===== config.mk =====
export PLATFORM = sky130hd
export DESIGN_NAME = traffic_ctrl_multi
export DESIGN_NICKNAME = d
export VERILOG_FILES = /design/src/rtl/traffic_pkg.sv /design/src/rtl/phase_timer.sv /design/src/rtl/traffic_ctrl_multi.sv
export SDC_FILE = /design/constraint.sdc
export NUM_CORES = 1
export LEC_CHECK = 0
export BUFFER_PORTS_ARGS = -buffer_cell sky130_fd_sc_hd__buf_2
export CORE_MARGIN = 3
export CORE_UTILIZATION = 50
export DETAILED_ROUTE_END_ITERATION = 16
export HOLD_SLACK_MARGIN = 0.03
export PLACE_DENSITY = 0.76
export SYNTH_ARGS = -nofsm -noshare
export SYNTH_HDL_FRONTEND = slang
export SYNTH_SLANG_ARGS = --single-unit

===== constraint.sdc =====
create_clock -name Clk -period 4.1 [get_ports Clk]
set_input_delay 0.41 -clock Clk [delete_from_list [all_inputs] [get_ports Clk]]
set_output_delay 0.41 -clock Clk [all_outputs]
set_load 0.02 [all_outputs]

===== src/rtl/traffic_pkg.sv =====
// rtl/traffic_pkg.sv - shared types and round-robin helper for the traffic controller
package traffic_pkg;

  typedef enum logic [1:0] {
    ALL_RED = 2'd0,
    GREEN   = 2'd1,
    YELLOW  = 2'd2,
    FLASH   = 2'd3
  } state_t;

  localparam int MAX_APPR = 32;

  // First approach after cur (wrapping modulo n) with demand; 0 when none is found.
  function automatic int unsigned next_rr(input logic [MAX_APPR-1:0] dem,
                                          input int unsigned cur,
                                          input int unsigned n);
    int unsigned res;
    int unsigned idx;
    logic found;
    res   = 0;
    found = 1'b0;
    for (int unsigned k = 1; k < MAX_APPR; k++) begin
      idx = (cur + k) % n;
      if (k < n && !found && dem[idx[4:0]]) begin
        res   = idx;
        found = 1'b1;
      end
    end
    return res;
  endfunction

endpackage


===== src/rtl/phase_timer.sv =====
// rtl/phase_timer.sv - tick prescaler plus saturating per-phase tick counter
module phase_timer #(
  parameter int TICK_DIV = 1,
  parameter int TW       = 8
) (
  input  logic          Clk,
  input  logic          reset,
  input  logic          clr,
  output logic          tick,
  output logic [TW-1:0] t
);

  localparam int PW = (TICK_DIV > 1) ? $clog2(TICK_DIV) : 1;

  logic [PW-1:0] pre;

  assign tick = (pre == PW'(TICK_DIV - 1));

  always_ff @(posedge Clk or negedge reset) begin
    if (!reset) begin
      pre <= '0;
    end else if (tick) begin
      pre <= '0;
    end else begin
      pre <= pre + 1'b1;
    end
  end

  // The prescaler runs freely; only the phase count restarts on a state change.
  always_ff @(posedge Clk or negedge reset) begin
    if (!reset) begin
      t <= '0;
    end else if (clr) begin
      t <= '0;
    end else if (tick && t != '1) begin
      t <= t + 1'b1;
    end
  end

endmodule


===== src/rtl/traffic_ctrl_multi.sv =====
// rtl/traffic_ctrl_multi.sv - N-approach traffic-light controller with round-robin demand service
module traffic_ctrl_multi #(
  parameter  int NUM_APPR  = 4,
  parameter  int TICK_DIV  = 1,
  parameter  int GREEN_MIN = 4,
  parameter  int GREEN_MAX = 8,
  parameter  int YELLOW_T  = 2,
  parameter  int ALLRED_T  = 1,
  parameter  int TW        = 8,
  localparam int IW        = $clog2(NUM_APPR)
) (
  input  logic                Clk,
  input  logic                reset,
  input  logic [NUM_APPR-1:0] req,
  input  logic                flash,
  output logic [NUM_APPR-1:0] red,
  output logic [NUM_APPR-1:0] yel,
  output logic [NUM_APPR-1:0] grn,
  output logic [IW-1:0]       cur
);

  import traffic_pkg::*;

  state_t              state;
  state_t              state_nx;
  logic                tick;
  logic                clr;
  logic [TW-1:0]       t;
  logic [NUM_APPR-1:1] dem_q;
  logic [NUM_APPR-1:0] dem;
  logic [NUM_APPR-1:0] cur_oh;
  logic [IW-1:0]       nxt;
  logic                blink;
  logic                other_dem, side_dem, at_min, at_max, own_req, cur_main;
  logic                go_b, go_c, enter_green;

  phase_timer #(.TICK_DIV(TICK_DIV), .TW(TW)) u_timer (
    .Clk   (Clk),
    .reset (reset),
    .clr   (clr),
    .tick  (tick),
    .t     (t)
  );

  // The main road always counts as demanding, so it is the round-robin fallback.
  assign dem       = {dem_q, 1'b1};
  assign cur_oh    = {{(NUM_APPR-1){1'b0}}, 1'b1} << cur;
  assign other_dem = |(dem & ~cur_oh);
  assign side_dem  = |(dem_q & ~cur_oh[NUM_APPR-1:1]);
  assign at_min    = (t >= TW'(GREEN_MIN - 1));
  assign at_max    = (t >= TW'(GREEN_MAX - 1));
  assign own_req   = req[cur];
  assign cur_main  = (cur == '0);
  assign go_b      = at_min && other_dem && (cur_main || !own_req || at_max);
  assign go_c      = !cur_main && at_min && !own_req && !side_dem;

  always_ff @(posedge Clk or negedge reset) begin
    if (!reset) begin
      state <= ALL_RED;
    end else begin
      state <= state_nx;
    end
  end

  always_comb begin
    state_nx = state;
    case (state)
      ALL_RED: if (tick && t == TW'(ALLRED_T - 1)) state_nx = flash ? FLASH : GREEN;
      GREEN:   if (tick && (flash || go_b || go_c)) state_nx = YELLOW;
      YELLOW:  if (tick && t == TW'(YELLOW_T - 1)) state_nx = ALL_RED;
      FLASH:   if (tick && !flash) state_nx = ALL_RED;
      default: state_nx = ALL_RED;
    endcase
  end

  assign clr         = (state_nx != state);
  assign enter_green = (state == ALL_RED) && (state_nx == GREEN);

  always_ff @(posedge Clk or negedge reset) begin
    if (!reset) begin
      dem_q <= '0;
      nxt   <= '0;
      cur   <= '0;
      blink <= 1'b0;
    end else begin
      for (int i = 1; i < NUM_APPR; i++) begin
        dem_q[i] <= req[i] | (dem_q[i] & !(enter_green && (nxt == IW'(i))));
      end
      if (enter_green) cur <= nxt;
      if (state == GREEN && state_nx == YELLOW) begin
        nxt <= IW'(next_rr(MAX_APPR'(dem), 32'(cur), NUM_APPR));
      end
      if (state == FLASH && state_nx == ALL_RED) begin
        nxt   <= '0;
        blink <= 1'b0;
      end else if (state == FLASH && tick) begin
        blink <= ~blink;
      end
    end
  end

  always_comb begin
    red = '1;
    yel = '0;
    grn = '0;
    case (state)
      GREEN: begin
        grn = cur_oh;
        red = ~cur_oh;
      end
      YELLOW: begin
        yel = cur_oh;
        red = ~cur_oh;
      end
      FLASH: begin
        red = {{(NUM_APPR-1){blink}}, 1'b0};
        yel = {{(NUM_APPR-1){1'b0}}, blink};
      end
      default: ;
    endcase
  end

endmodule


Word-level counts from Yosys, hierarchy flattened
Index checks and enable logic that the tools add are counted.
- shift-type cells: 1
- equal/unequal tests: 11
- reductions and logical operators: 42
- $add $sub $neg: 5
- $lt $le $gt $ge: 6
- bitwise gates (word level): 12
- mux-type cells: 31
- operator list (kind ; count):
    two-way mux 2 bit ; 10
    logical AND 1 bit ; 19
    < comparator 2 x 6 -> 1 bit (second input constant) ; 3
    two-way mux 8 bit ; 2
    one-hot mux 4 bit (2 select lines) ; 2
    two-way mux 1 bit ; 11
    equality test 2 bit (second input constant) ; 5
    zero test 1 bit ; 9
    adder 8 x 1 -> 8 bit (second input constant) ; 1
    binary-select mux 1 bit (select 2 bit) ; 4
    equality test 8 x 1 -> 1 bit (second input constant) ; 1
    >= comparator 8 x 2 -> 1 bit (second input constant) ; 1
    >= comparator 8 x 3 -> 1 bit (second input constant) ; 1
    zero test 8 bit ; 1
    != test 8 bit (second input constant) ; 1
    one-hot mux 2 bit (4 select lines) ; 1
    equality test 2 x 1 -> 1 bit (second input constant) ; 3
    zero test 2 bit ; 3
    nonzero test 2 bit ; 3
    adder 2 bit (second input constant) ; 2
    AND 4 bit ; 1
    logical OR 1 bit ; 4
    two-way mux 4 bit ; 1
    inverter 4 bit ; 1
    other kinds (13) ; 18
- register bits after elaboration: 19
- output and inout bits: 14
- bits of input ports: 7
- word-level logic and storage cells: 115

Longest topological paths before layout
- word-level depth: 23
- depth in mapped cells: 9
- depth with buffers taken out: 8

By module
Synthesis repeated with hierarchy kept, for this count alone.
- cell total of the unflattened synthesis: 164
- area, all modules: 1410.1 um^2
- by module, submodules not included (module ; cells an instance ; seq. area each (um^2) ; area each (um^2) ; times used):
    traffic_ctrl_multi ; 117 ; 250.2 ; 970.9 ; 1
    phase_timer ; 47 ; 200.2 ; 439.2 ; 1

Worst setup path before layout
No wires, ideal clock.
- kind: flip-flop to flip-flop
- start: register cur[0]
- end: register blink
- buffers on the path: 1
- library setup time: 0.124 ns
- stages on the path, launching flop included: 10
- path slack: 1.866 ns
- arrival time: 2.110 ns
- required time: 3.976 ns
- cells stage by stage: dfrtp_1 buf_6 inv_1 ha_1 and2b_2 nor3_1 o2bb2ai_2 a31oi_1 or2_2 o31a_1
- cells in the longest elaborated chain, start to end: 14
- RTL lines (what ; RTL line ; RTL):
    from (decl) ; traffic_ctrl_multi.sv:19 ; output logic [IW-1:0] cur
    from (signal assigned) ; traffic_ctrl_multi.sv:89 ; if (enter_green) cur <= nxt;
    binary-select mux 1 bit (select 2 bit) / << shifter 1 x 2 -> 4 bit (equally long branches) ; traffic_ctrl_multi.sv:52, traffic_ctrl_multi.sv:47 ;
    two-way mux 1 bit (implied by the code) / inverter 4 bit (equally long branches) ; traffic_ctrl_multi.sv:52, traffic_ctrl_multi.sv:48 ;
    zero test 1 bit / AND 4 bit (equally long branches) ; traffic_ctrl_multi.sv:54, traffic_ctrl_multi.sv:55, traffic_ctrl_multi.sv:48 ;
    logical OR 1 bit / OR reduction 4 bit (equally long branches) ; traffic_ctrl_multi.sv:54, traffic_ctrl_multi.sv:48 ;
    logical OR 1 bit / logical AND 1 bit (equally long branches) ; traffic_ctrl_multi.sv:54 ; assign go_b = at_min && other_dem && (cur_main || !own_req || at_max);
    logical AND 1 bit ; traffic_ctrl_multi.sv:54 ;
    logical OR 1 bit ; traffic_ctrl_multi.sv:69 ; GREEN: if (tick && (flash || go_b || go_c)) state_nx = YELLOW;
    logical OR 1 bit * ; traffic_ctrl_multi.sv:69 ;
    logical AND 1 bit * ; traffic_ctrl_multi.sv:69 ;
    two-way mux 2 bit * ; traffic_ctrl_multi.sv:69 ;
    one-hot mux 2 bit (4 select lines) * ; traffic_ctrl_multi.sv:67 ; case (state)
    net state_nx[1] ; traffic_ctrl_multi.sv:25 ; state_t state_nx;
    zero test 2 bit * ; traffic_ctrl_multi.sv:93 ; if (state == FLASH && state_nx == ALL_RED) begin
    logical AND 1 bit * ; traffic_ctrl_multi.sv:93 ;
    two-way mux 1 bit / nonzero test 2 bit (equally long branches) ; -- ;
    to (signal assigned) ; traffic_ctrl_multi.sv:97 ; blink <= ~blink;
    to (decl) ; traffic_ctrl_multi.sv:33 ; logic blink;
The timed path passes the listed nets; every way through them passes the cells marked *. The select of a mux whose other input is x is not followed.
A chain may end at the register's enable or synchronous reset.

Final worst setup path
- start: register cur[0]
- end: register u_timer.t[7]
- cells in the longest elaborated chain, start to end: 13
- RTL lines (what ; RTL line ; RTL):
    binary-select mux 1 bit (select 2 bit) / << shifter 1 x 2 -> 4 bit (equally long branches) ; traffic_ctrl_multi.sv:52, traffic_ctrl_multi.sv:47 ;
    two-way mux 1 bit (implied by the code) / inverter 4 bit (equally long branches) ; traffic_ctrl_multi.sv:52, traffic_ctrl_multi.sv:48 ;
    zero test 1 bit / AND 4 bit (equally long branches) ; traffic_ctrl_multi.sv:54, traffic_ctrl_multi.sv:55, traffic_ctrl_multi.sv:48 ;
    logical OR 1 bit / OR reduction 4 bit (equally long branches) ; traffic_ctrl_multi.sv:54, traffic_ctrl_multi.sv:48 ;
    logical OR 1 bit / logical AND 1 bit (equally long branches) ; traffic_ctrl_multi.sv:54 ;
    logical AND 1 bit ; traffic_ctrl_multi.sv:54 ;
    logical OR 1 bit ; traffic_ctrl_multi.sv:69 ;
    logical OR 1 bit * ; traffic_ctrl_multi.sv:69 ;
    logical AND 1 bit * ; traffic_ctrl_multi.sv:69 ;
    two-way mux 2 bit * ; traffic_ctrl_multi.sv:69 ;
    one-hot mux 2 bit (4 select lines) * ; traffic_ctrl_multi.sv:67 ;
    != test 2 bit * ; traffic_ctrl_multi.sv:76 ; assign clr = (state_nx != state);
    two-way mux 8 bit / nonzero test 2 bit (equally long branches) ; -- ;
    to (signal assigned) ; phase_timer.sv:36 ; t <= t + 1'b1;
    to (decl) ; phase_timer.sv:10 ; output logic [TW-1:0] t
Every way passes the cells marked *; elsewhere a longest branch is shown, timed or not. The select of a mux whose other input is x is not followed.

==> impl_metrics.yaml <==
run_status:
  status: "completed"
worst_setup_path:
  reg2regPathDepth: 8
  critPathCaptureType: "flop"
  crit_start: "cur[0]"
  regToRegSetupSlack_ps: 1700
  cp_max_fo: 12
  crit_end: "u_timer.t[7]"
  cp.arrival_ps: 2600
  timing.rr.start: "cur[0]"
  r2r-end: "u_timer.t[7]"
  worst_setup_path_start_kind: "flop"
  cp.required_ps: 4300
  critPathKind: "flop to flop"
floorplan:
  core-area_mm2: 0.00261
  die_x_um: 60.0
  ioPinCount: 21
  rows: 18
  die_y_um: 60.0
  dieArea_mm2: 0.00360
  start_util: 0.558
timing:
  fin_crit_ps: 2400
  slew_violations: 0
  fin_setup_tns_ps: 0
  rsz0062_at_grt: "false"
  worst-slew-pin-transition_ps: 570
  finalSetupViolCount: 0
  hold_ws_ps: 20.8
  period_share: 0.585
  relSlewSlack: 0.617
  skew_ps: 2.15
  final-hold-violation-count: 0
  timing.fmax_mhz: 417
layout:
  fin_cells: 216
  layout_common_cells: "buf_2 (20), dfrtp_1 (18), nor2_1 (15)"
  diodes: 0
  multi_input_area_um2: 930
  layout-drive-gt1-share: 0.183
  nFillCells: 254
  nets: 206
  seqCellArea_um2: 450
  layout_commonest_cell: "buf_2"
  area_growth_syn_to_layout_pct: 8.50
cts:
  cts.sink_count: 18
  cts_resized: 0
  cts_post_setup_buffers_inserted: 0
  cts-htree-levels: 1
  clock_path_buffers: 2
  clk_latency_ps: 290
  cts_tree: "done"
  clkSlewWorstSetupHoldPaths_ps: 100
  cts_buffers: 3
  cts_hold_buf: 0
  root_buffer: "clkbuf_4"
detailed_routing:
  drtPass1Iterations: 4
  drc: 0
  wl_per_cell_um: 14.9
  vias: 1316
  wl_mm: 3.22
  drtIter0Drc: 73
  viasPerCell: 6.09
  ant_nets: 0
global_routing:
  grt_first_pass_wirelength_mm: 5.41
  antenna_found_initial: 0
  grt_pass1_vias: 1167
  grt_use_total: 0.195
  grt-ovfl-total: 0
  grt_start_max_net_pins: 19
logic_synthesis:
  netlist_area_mm2: 0.00146
  yosysWarnings: 0
  ys_seq_area_frac: 0.309
  synth_ff_type: "dfrtp_1"
  synth.area.top_cells: "dfrtp_1 (31%), ha_1 (9.4%), nor2_1 (3.9%)"
  async_reset_ff_frac: 1.00
  yosysTopAreaCellShare: 0.309
  synth_nets: 187
  ys_ff_latch: 18
  synth_edf_count: 0
  ys_types: 47
  synth_area_leader_cell: "dfrtp_1"
  synth_cells: 169
  synth_area_per_cell_um2: 8.63
placement:
  place_congestion: 0.900
  dp.cells: 213
  io_buffers: 20
  dp_hpwl_mm: 2.52
power_and_ir_drop:
  leakagePower_nw: 0.691
  p_per_area_mw_per_mm2: 173
  total_power_mw: 0.274
  peakVddDrop_uv: 183
worst_hold_path:
  hp-class: "primary input to async pin"
run:
  max-cap-violations: 0
[metrics by stage]
stage               instance area (µm²)   util  setup slack (ps)
floorplan                          1460      -              1870
global placement                   1560  0.597              1830
detailed placement                 1560  0.597              1750
CTS                                1580  0.605              1700
global route                       1580  0.605              1470
finish                             1580  0.605              1700
[synth_stat cells (4+ instances only)]
cell,count
dfrtp_1,18
nor2_1,15
nand2_1,12
ha_1,11
inv_1,11
o21ai_0,9
and2_1,8
nand3_1,7
nor3_1,7
a21oi_1,6
nand4_1,5
a21o_1,4
a31oi_1,4
and3_1,4
[per-layer routing]
metal  global-route usage  up-vias  share of wire  wire (µm)
li1                     -      652              -          -
met1                0.300      611           0.49       1570
met2                0.292       48           0.44       1410
met3               0.0259        5          0.067        216
met4               0.0380        0         0.0068         22
met5                    0        -              0          0
[kinds of logic after synthesis]
group | share of synthesized area
XOR/XNOR | 0.0180
flip-flops | 0.309
AO/OA/AOI/OAI | 0.238
adder cells (fa/ha/maj) | 0.0944
AND/OR/NAND/NOR | 0.251
multiplexers | 0.0361
buffers and inverters | 0.0532
[worst min-delay path by stage]
stage	from	to	slack (ps)	depth (start not counted)
final	reset	u_timer.t[4]	20	1
after global routing	reset	u_timer.t[3]	50	1
after CTS	reset	u_timer.t[4]	40	1
after detailed placement	reset	u_timer.t[4]	360	1
after global placement	reset	u_timer.t[7]	350	1
after floorplan	reset	blink	110	0
[registers in the layout (all words and copies together), names as in the netlist]
name and flops:
nxt 2, u_timer.t 8, cur 2, state 2
blink 1, dem_q 3
[where the power goes]
| group | leakage, nW | internal, mW | switching (mW) | total, mW |
|---|---|---|---|---|
| Clock | 0.0138 | 0.0342 | 0.0527 | 0.0869 |
| Sequential | 0.189 | 0.177 | 0.000000000000000118 | 0.177 |
| Combinational | 0.489 | 0.00355 | 0.00618 | 0.00973 |
| Total | 0.691 | 0.215 | 0.0589 | 0.274 |
[critical path, cell delays in order (launching register included)]
cell and delay (ps):
dfrtp_1 520, inv_1 150, ha_1 200, and2b_2 230
nor3_1 240, o2bb2ai_2 190, a31oi_1 110, a311o_1 400
a211oi_1 260
[area by class of cell]
| cell class | instances | share of cell area |
|---|---|---|
| Tap cell | 30 | 0.0237 |
| Multi-Input combinational cell | 134 | 0.588 |
| Clock buffer | 3 | 0.0142 |
| Sequential cell | 18 | 0.285 |
| Timing Repair Buffer | 20 | 0.0633 |
| Inverter | 11 | 0.0261 |
Note: power is estimated with default switching activity, not from simulation.
